<file path="config.mk">
export PLATFORM = sky130hd
export DESIGN_NAME = axi_wr_burst_master
export DESIGN_NICKNAME = d
export VERILOG_FILES = /design/src/rtl/axi_wr_burst_master.sv
export SDC_FILE = /design/constraint.sdc
export NUM_CORES = 1
export LEC_CHECK = 0
export ABC_AREA = 1
export BUFFER_PORTS_ARGS = -buffer_cell sky130_fd_sc_hd__buf_2
export CAP_MARGIN = 10
export CORE_AREA = 4 4 131 133
export DETAILED_ROUTE_END_ITERATION = 10
export DIE_AREA = 0 0 135 137
export GPL_TIMING_DRIVEN = 0
export PLACE_DENSITY = 0.76
export REMOVE_ABC_BUFFERS = 1
export SLEW_MARGIN = 10
export SYNTH_ARGS = -nofsm -noshare
export SYNTH_HDL_FRONTEND = slang
export SYNTH_SLANG_ARGS = --single-unit
</file>
<file path="constraint.sdc">
create_clock -name clk -period 2.4 [get_ports clk]
set_input_delay 0.12 -clock clk [delete_from_list [all_inputs] [get_ports clk]]
set_output_delay 0.12 -clock clk [all_outputs]
set_load 0.05 [all_outputs]
</file>
<file path="src/rtl/axi_wr_burst_master.sv">
// AXI4 write-path master: splits a local write request into INCR bursts fed from a show-ahead FIFO.
// Define AXI_4K_SPLIT_EN to keep every burst inside a single 4 KiB page.
module axi_wr_burst_master #(
    parameter int unsigned DATA_W    = 128,
    parameter int unsigned ADDR_W    = 28,
    parameter int unsigned LEN_W     = 11,
    parameter int unsigned MAX_BURST = 16
) (
    input  logic              clk,
    input  logic              rst_n,
    output logic [ADDR_W-1:0] m_axi_awaddr,
    output logic [7:0]        m_axi_awlen,
    output logic              m_axi_awvalid,
    input  logic              m_axi_awready,
    output logic [DATA_W-1:0] m_axi_wdata,
    output logic              m_axi_wlast,
    output logic              m_axi_wvalid,
    input  logic              m_axi_wready,
    input  logic [1:0]        m_axi_bresp,
    input  logic              m_axi_bvalid,
    output logic              m_axi_bready,
    input  logic              wr_start,
    input  logic [ADDR_W-1:0] wr_adrs,
    input  logic [LEN_W-1:0]  wr_len,
    output logic              wr_ready,
    output logic              wr_fifo_re,
    input  logic [DATA_W-1:0] wr_fifo_data,
    input  logic              wr_fifo_empty,
    output logic              wr_done,
    output logic              wr_err
);

    localparam int unsigned BYTES = DATA_W / 8;

    typedef enum logic [2:0] {StIdle, StAw, StW, StB, StDone} state_e;

    state_e            state_q, state_d;
    logic [ADDR_W-1:0] cur_addr_q, cur_addr_d;
    logic [LEN_W-1:0]  remaining_q, remaining_d;
    logic [8:0]        burst_q, burst_d;
    logic [8:0]        beat_cnt_q, beat_cnt_d;
    logic              err_q, err_d;
    logic              start_burst;

    // Only bresp[1] distinguishes SLVERR/DECERR from OKAY/EXOKAY.
    logic unused_bresp0;
    assign unused_bresp0 = m_axi_bresp[0];

    always_ff @(posedge clk or negedge rst_n) begin
        if (!rst_n) begin
            state_q     <= StIdle;
            cur_addr_q  <= '0;
            remaining_q <= '0;
            burst_q     <= '0;
            beat_cnt_q  <= '0;
            err_q       <= 1'b0;
        end else begin
            state_q     <= state_d;
            cur_addr_q  <= cur_addr_d;
            remaining_q <= remaining_d;
            burst_q     <= burst_d;
            beat_cnt_q  <= beat_cnt_d;
            err_q       <= err_d;
        end
    end

    assign m_axi_awvalid = (state_q == StAw);
    assign m_axi_awaddr  = cur_addr_q;
    assign m_axi_awlen   = m_axi_awvalid ? 8'(burst_q - 9'd1) : 8'd0;
    assign m_axi_wvalid  = (state_q == StW) & ~wr_fifo_empty;
    assign m_axi_wdata   = wr_fifo_data;
    assign m_axi_wlast   = (beat_cnt_q == 9'd1) & m_axi_wvalid;
    assign wr_fifo_re    = m_axi_wvalid & m_axi_wready;
    assign m_axi_bready  = (state_q == StB);
    assign wr_ready      = (state_q == StIdle);
    assign wr_done       = (state_q == StDone);
    assign wr_err        = err_q;

    always_comb begin : p_next
        int unsigned b;
`ifdef AXI_4K_SPLIT_EN
        int unsigned room;
        room = 0;
`endif
        b           = 0;
        state_d     = state_q;
        cur_addr_d  = cur_addr_q;
        remaining_d = remaining_q;
        burst_d     = burst_q;
        beat_cnt_d  = beat_cnt_q;
        err_d       = err_q;
        start_burst = 1'b0;

        unique case (state_q)
            StIdle: begin
                if (wr_start) begin
                    cur_addr_d  = wr_adrs;
                    remaining_d = wr_len;
                    err_d       = 1'b0;
                    if (wr_len == '0) begin
                        state_d = StDone;
                    end else begin
                        state_d     = StAw;
                        start_burst = 1'b1;
                    end
                end
            end
            StAw: begin
                if (m_axi_awready) begin
                    state_d    = StW;
                    beat_cnt_d = burst_q;
                end
            end
            StW: begin
                if (wr_fifo_re) begin
                    beat_cnt_d = beat_cnt_q - 9'd1;
                    if (beat_cnt_q == 9'd1) begin
                        state_d = StB;
                    end
                end
            end
            StB: begin
                if (m_axi_bvalid) begin
                    err_d       = err_q | m_axi_bresp[1];
                    remaining_d = remaining_q - LEN_W'(burst_q);
                    cur_addr_d  = cur_addr_q + ADDR_W'(32'(burst_q) * BYTES);
                    if (remaining_d == '0) begin
                        state_d = StDone;
                    end else begin
                        state_d     = StAw;
                        start_burst = 1'b1;
                    end
                end
            end
            StDone: begin
                state_d = StIdle;
            end
            default: begin
                state_d = StIdle;
            end
        endcase

        // Burst length is fixed when the AW phase is entered and held until the B response.
        if (start_burst) begin
            b = 32'(remaining_d);
            if (b > MAX_BURST) begin
                b = MAX_BURST;
            end
`ifdef AXI_4K_SPLIT_EN
            room = (32'd4096 - 32'(cur_addr_d[11:0])) / BYTES;
            if (b > room) begin
                b = room;
            end
`endif
            burst_d = 9'(b);
        end
    end

endmodule

</file>
==> run summary <==
WL final - 40.8 mm
total CTS buffers - 9
Worst Path Buf+Inv - 2
Slew HR - 0.356
xor and xnor area share after synthesis - 0.0234
leakage power - 3.08 nW
grt ovf - 0
die height - 137 microns
crit path launch type - flip-flop
initial antenna violation count - 0
Setup Skew - 8.95 ps
post-synthesis mux area share - 0
largest net degree at the start of global routing - 58
first-pass GRT wire length - 50.5 mm
minimum clock period - 2330 ps
power density over the cells - 1650 nW/um^2
Most used DFF post-synth - dfrtp_1
Synth async-reset ratio - 1.00
die area - 18500 sq um
post-synthesis instance total - 825
status - finished clean
deepest clock path buffer count - 2
final worst path period share - 0.971
Via density - 5.58
yosys warns - 0
Final Hold Viols - 0
Iteration-0 DRC Markers - 524
Vias - 5791
Layout area overhead - 9.12%
flops & latches, synth - 61
critical path cell sequence - ha_4 -> inv_2 -> fa_2 -> inv_2 -> nand2_1 -> o21ai_1 -> o21ai_1 -> nor2_1 -> nand3_1 -> o21ai_1 -> nand3_1 -> nor2_4 -> nand2_1 -> nand2_1
# port buffers - 90
multi-input logic area - 3010 sq um
sequential area share after synthesis - 0.271
Util after Layout - 0.388
DPL Wire Length - 35.2 mm
Worst VDD drop - 1.11 mV
Synth Area in Compound Gates - 0.117
CP max stage delay - 450 ps
Core Rows - 46
CTS HTree Levels - 3
worst slew pin tran - 958 ps
final setup fails - 0
Fillers - 1682
commonest cells after routing, fill and taps aside - 187 x nand2_1, 87 x buf_2, 73 x nor2_1
DRT Pass-1 Iters - 6
Cell Area, Synth - 5630 sq um
GRT Util Overall - 0.424
most common cell after layout, fill and taps aside - nand2_1
Sequential cell area - 1540 sq um
distinct cell type count after synthesis - 44
max-cap violations - 0
Root Driver - clkbuf_16
Clock transition at path regs - 60 ps
fraction of layout cells with a size suffix above 1 - 0.250
worst slack, placed - -353 ps
top-level I/O count - 348
# DRC - 0
WL/cell - 39.3 microns
Synth Area in Simple Gates - 0.294
TritonCTS clock tree - done
RSZ-0062 raised after global routing - true
Fmax - 429 MHz
Crit. End Element - flip-flop
Core Region - 15800 sq um
vias in the first global route - 5272
Starting Density - 0.355
Routed Antenna Nets - 0
WP data arrival - 2600 ps
gp weighted congestion - 1.27
Mean Syn Cell Area - 6.82 sq um
Skew-Pair Late Insertion Delay - 340 ps
adder-cell area share of the yosys netlist - 0.0538
worst hold-check path type - primary input to flip-flop
crit-path max FO - 4
critical path class - flip-flop to flip-flop
Crit path max-delay family - simple AND/OR/NAND/NOR gates
Horiz. Die Dim - 135 microns
Post-synth EDFFs - 0
CP required - 2670 ps
Sink Count - 61
worst setup margin - 69.6 ps
fin nets - 1014
Slowest cell on crit path - dfrtp_2
largest family of logic cells by synthesized area - simple AND/OR/NAND/NOR gates
worst hold margin - 25.3 ps
Slew Limit Fails - 0
registers in the layout, summed over array words and instances (netlist names):
signal,count
m_axi_awaddr,28
remaining_q,11
beat_cnt_q,9
burst_q,9
state_q,3
wr_err,1
worst min-delay path: stages:
cell and delay, ps:
buf_2 80, a21oi_1 60, nor2_1 70
repair_timing:
| action | in CTS | in global routing |
|---|---|---|
| pin swaps | 6 | 17 |
| endpoints found under the setup margin | 25 | 22 |
| buffers inserted | 7 | 15 |
| endpoints found under the hold margin | 65 | 0 |
| hold buffers | 5 | 0 |
| cloned | 1 | 1 |
| gates resized for setup | 23 | 54 |
routing by layer:
metal	up-vias	global-route usage	share of wire
li1	2539	-	-
met1	2616	0.271	0.23
met2	472	0.659	0.43
met3	152	0.410	0.21
met4	12	0.401	0.12
met5	-	0.169	0.010
stage by stage:
| stage | TNS, ps | instance area [sq um] | instances | power (mW) |
|---|---|---|---|---|
| floorplan | 0 | 4600 | 684 | 6.30 |
| global placement | -4050 | 5320 | 990 | 7.92 |
| detailed placement | -3710 | 5350 | 991 | 7.94 |
| CTS | 0 | 5810 | 1020 | 9.48 |
| global route | -278 | 6140 | 1036 | 10.9 |
| finish | 0 | 6140 | 1037 | 10.1 |
path summary, 6_finish.rpt:
check                                start              end  slack, ps  cells past startpoint
hold reg to reg            m_axi_awaddr[3]  m_axi_awaddr[3]        470                      2
setup / recovery                burst_q[0]       burst_q[2]         70                     14
max in group asynchronous            rst_n       burst_q[4]       1750                      3
min in group asynchronous            rst_n  remaining_q[10]        110                      2
hold / removal              m_axi_bresp[1]           wr_err         30                      3
setup reg to reg                burst_q[0]       burst_q[2]         70                     14
power breakdown:
part / switching, mW / internal, mW
clock network: 0.557 / 0.703
registers: 0.540 / 1.48
logic: 4.73 / 2.14
total: 5.82 / 4.32
cell families after synthesis:
kind of cell,count (synthesis)
and+or+nand+nor,380
buffers and inverters,229
AOI/OAI and AO/OA,117
DFF,61
adders and majority gates,23
xor gates and xnor gates,15
Yosys cell counts (all sizes together), types with 5 or more instances:
cell,instances,area share
nand3,62,0.057
buf,134,0.18
nor3,15,0.015
nand2,200,0.14
nor2,79,0.057
xor2,11,0.017
nor4,5,0.0056
o21ai,55,0.049
o211ai,6,0.0080
inv,87,0.058
dfrtp,61,0.27
clkbuf,7,0.0047
a31oi,5,0.0056
o22ai,5,0.0056
ha,21,0.047
nand4,8,0.0089
a21oi,35,0.031
final cells by class:
class / count / share of cell area
flip-flops and latches: 61 / 0.250
well taps: 216 / 0.0440
diodes: 1 / 0.000408
clock inverters: 7 / 0.00856
inverters: 88 / 0.0554
multi-input cells: 537 / 0.490
clock buffers: 9 / 0.0367
repair buffers: 118 / 0.114
Power figures use the tool's default switching activity.
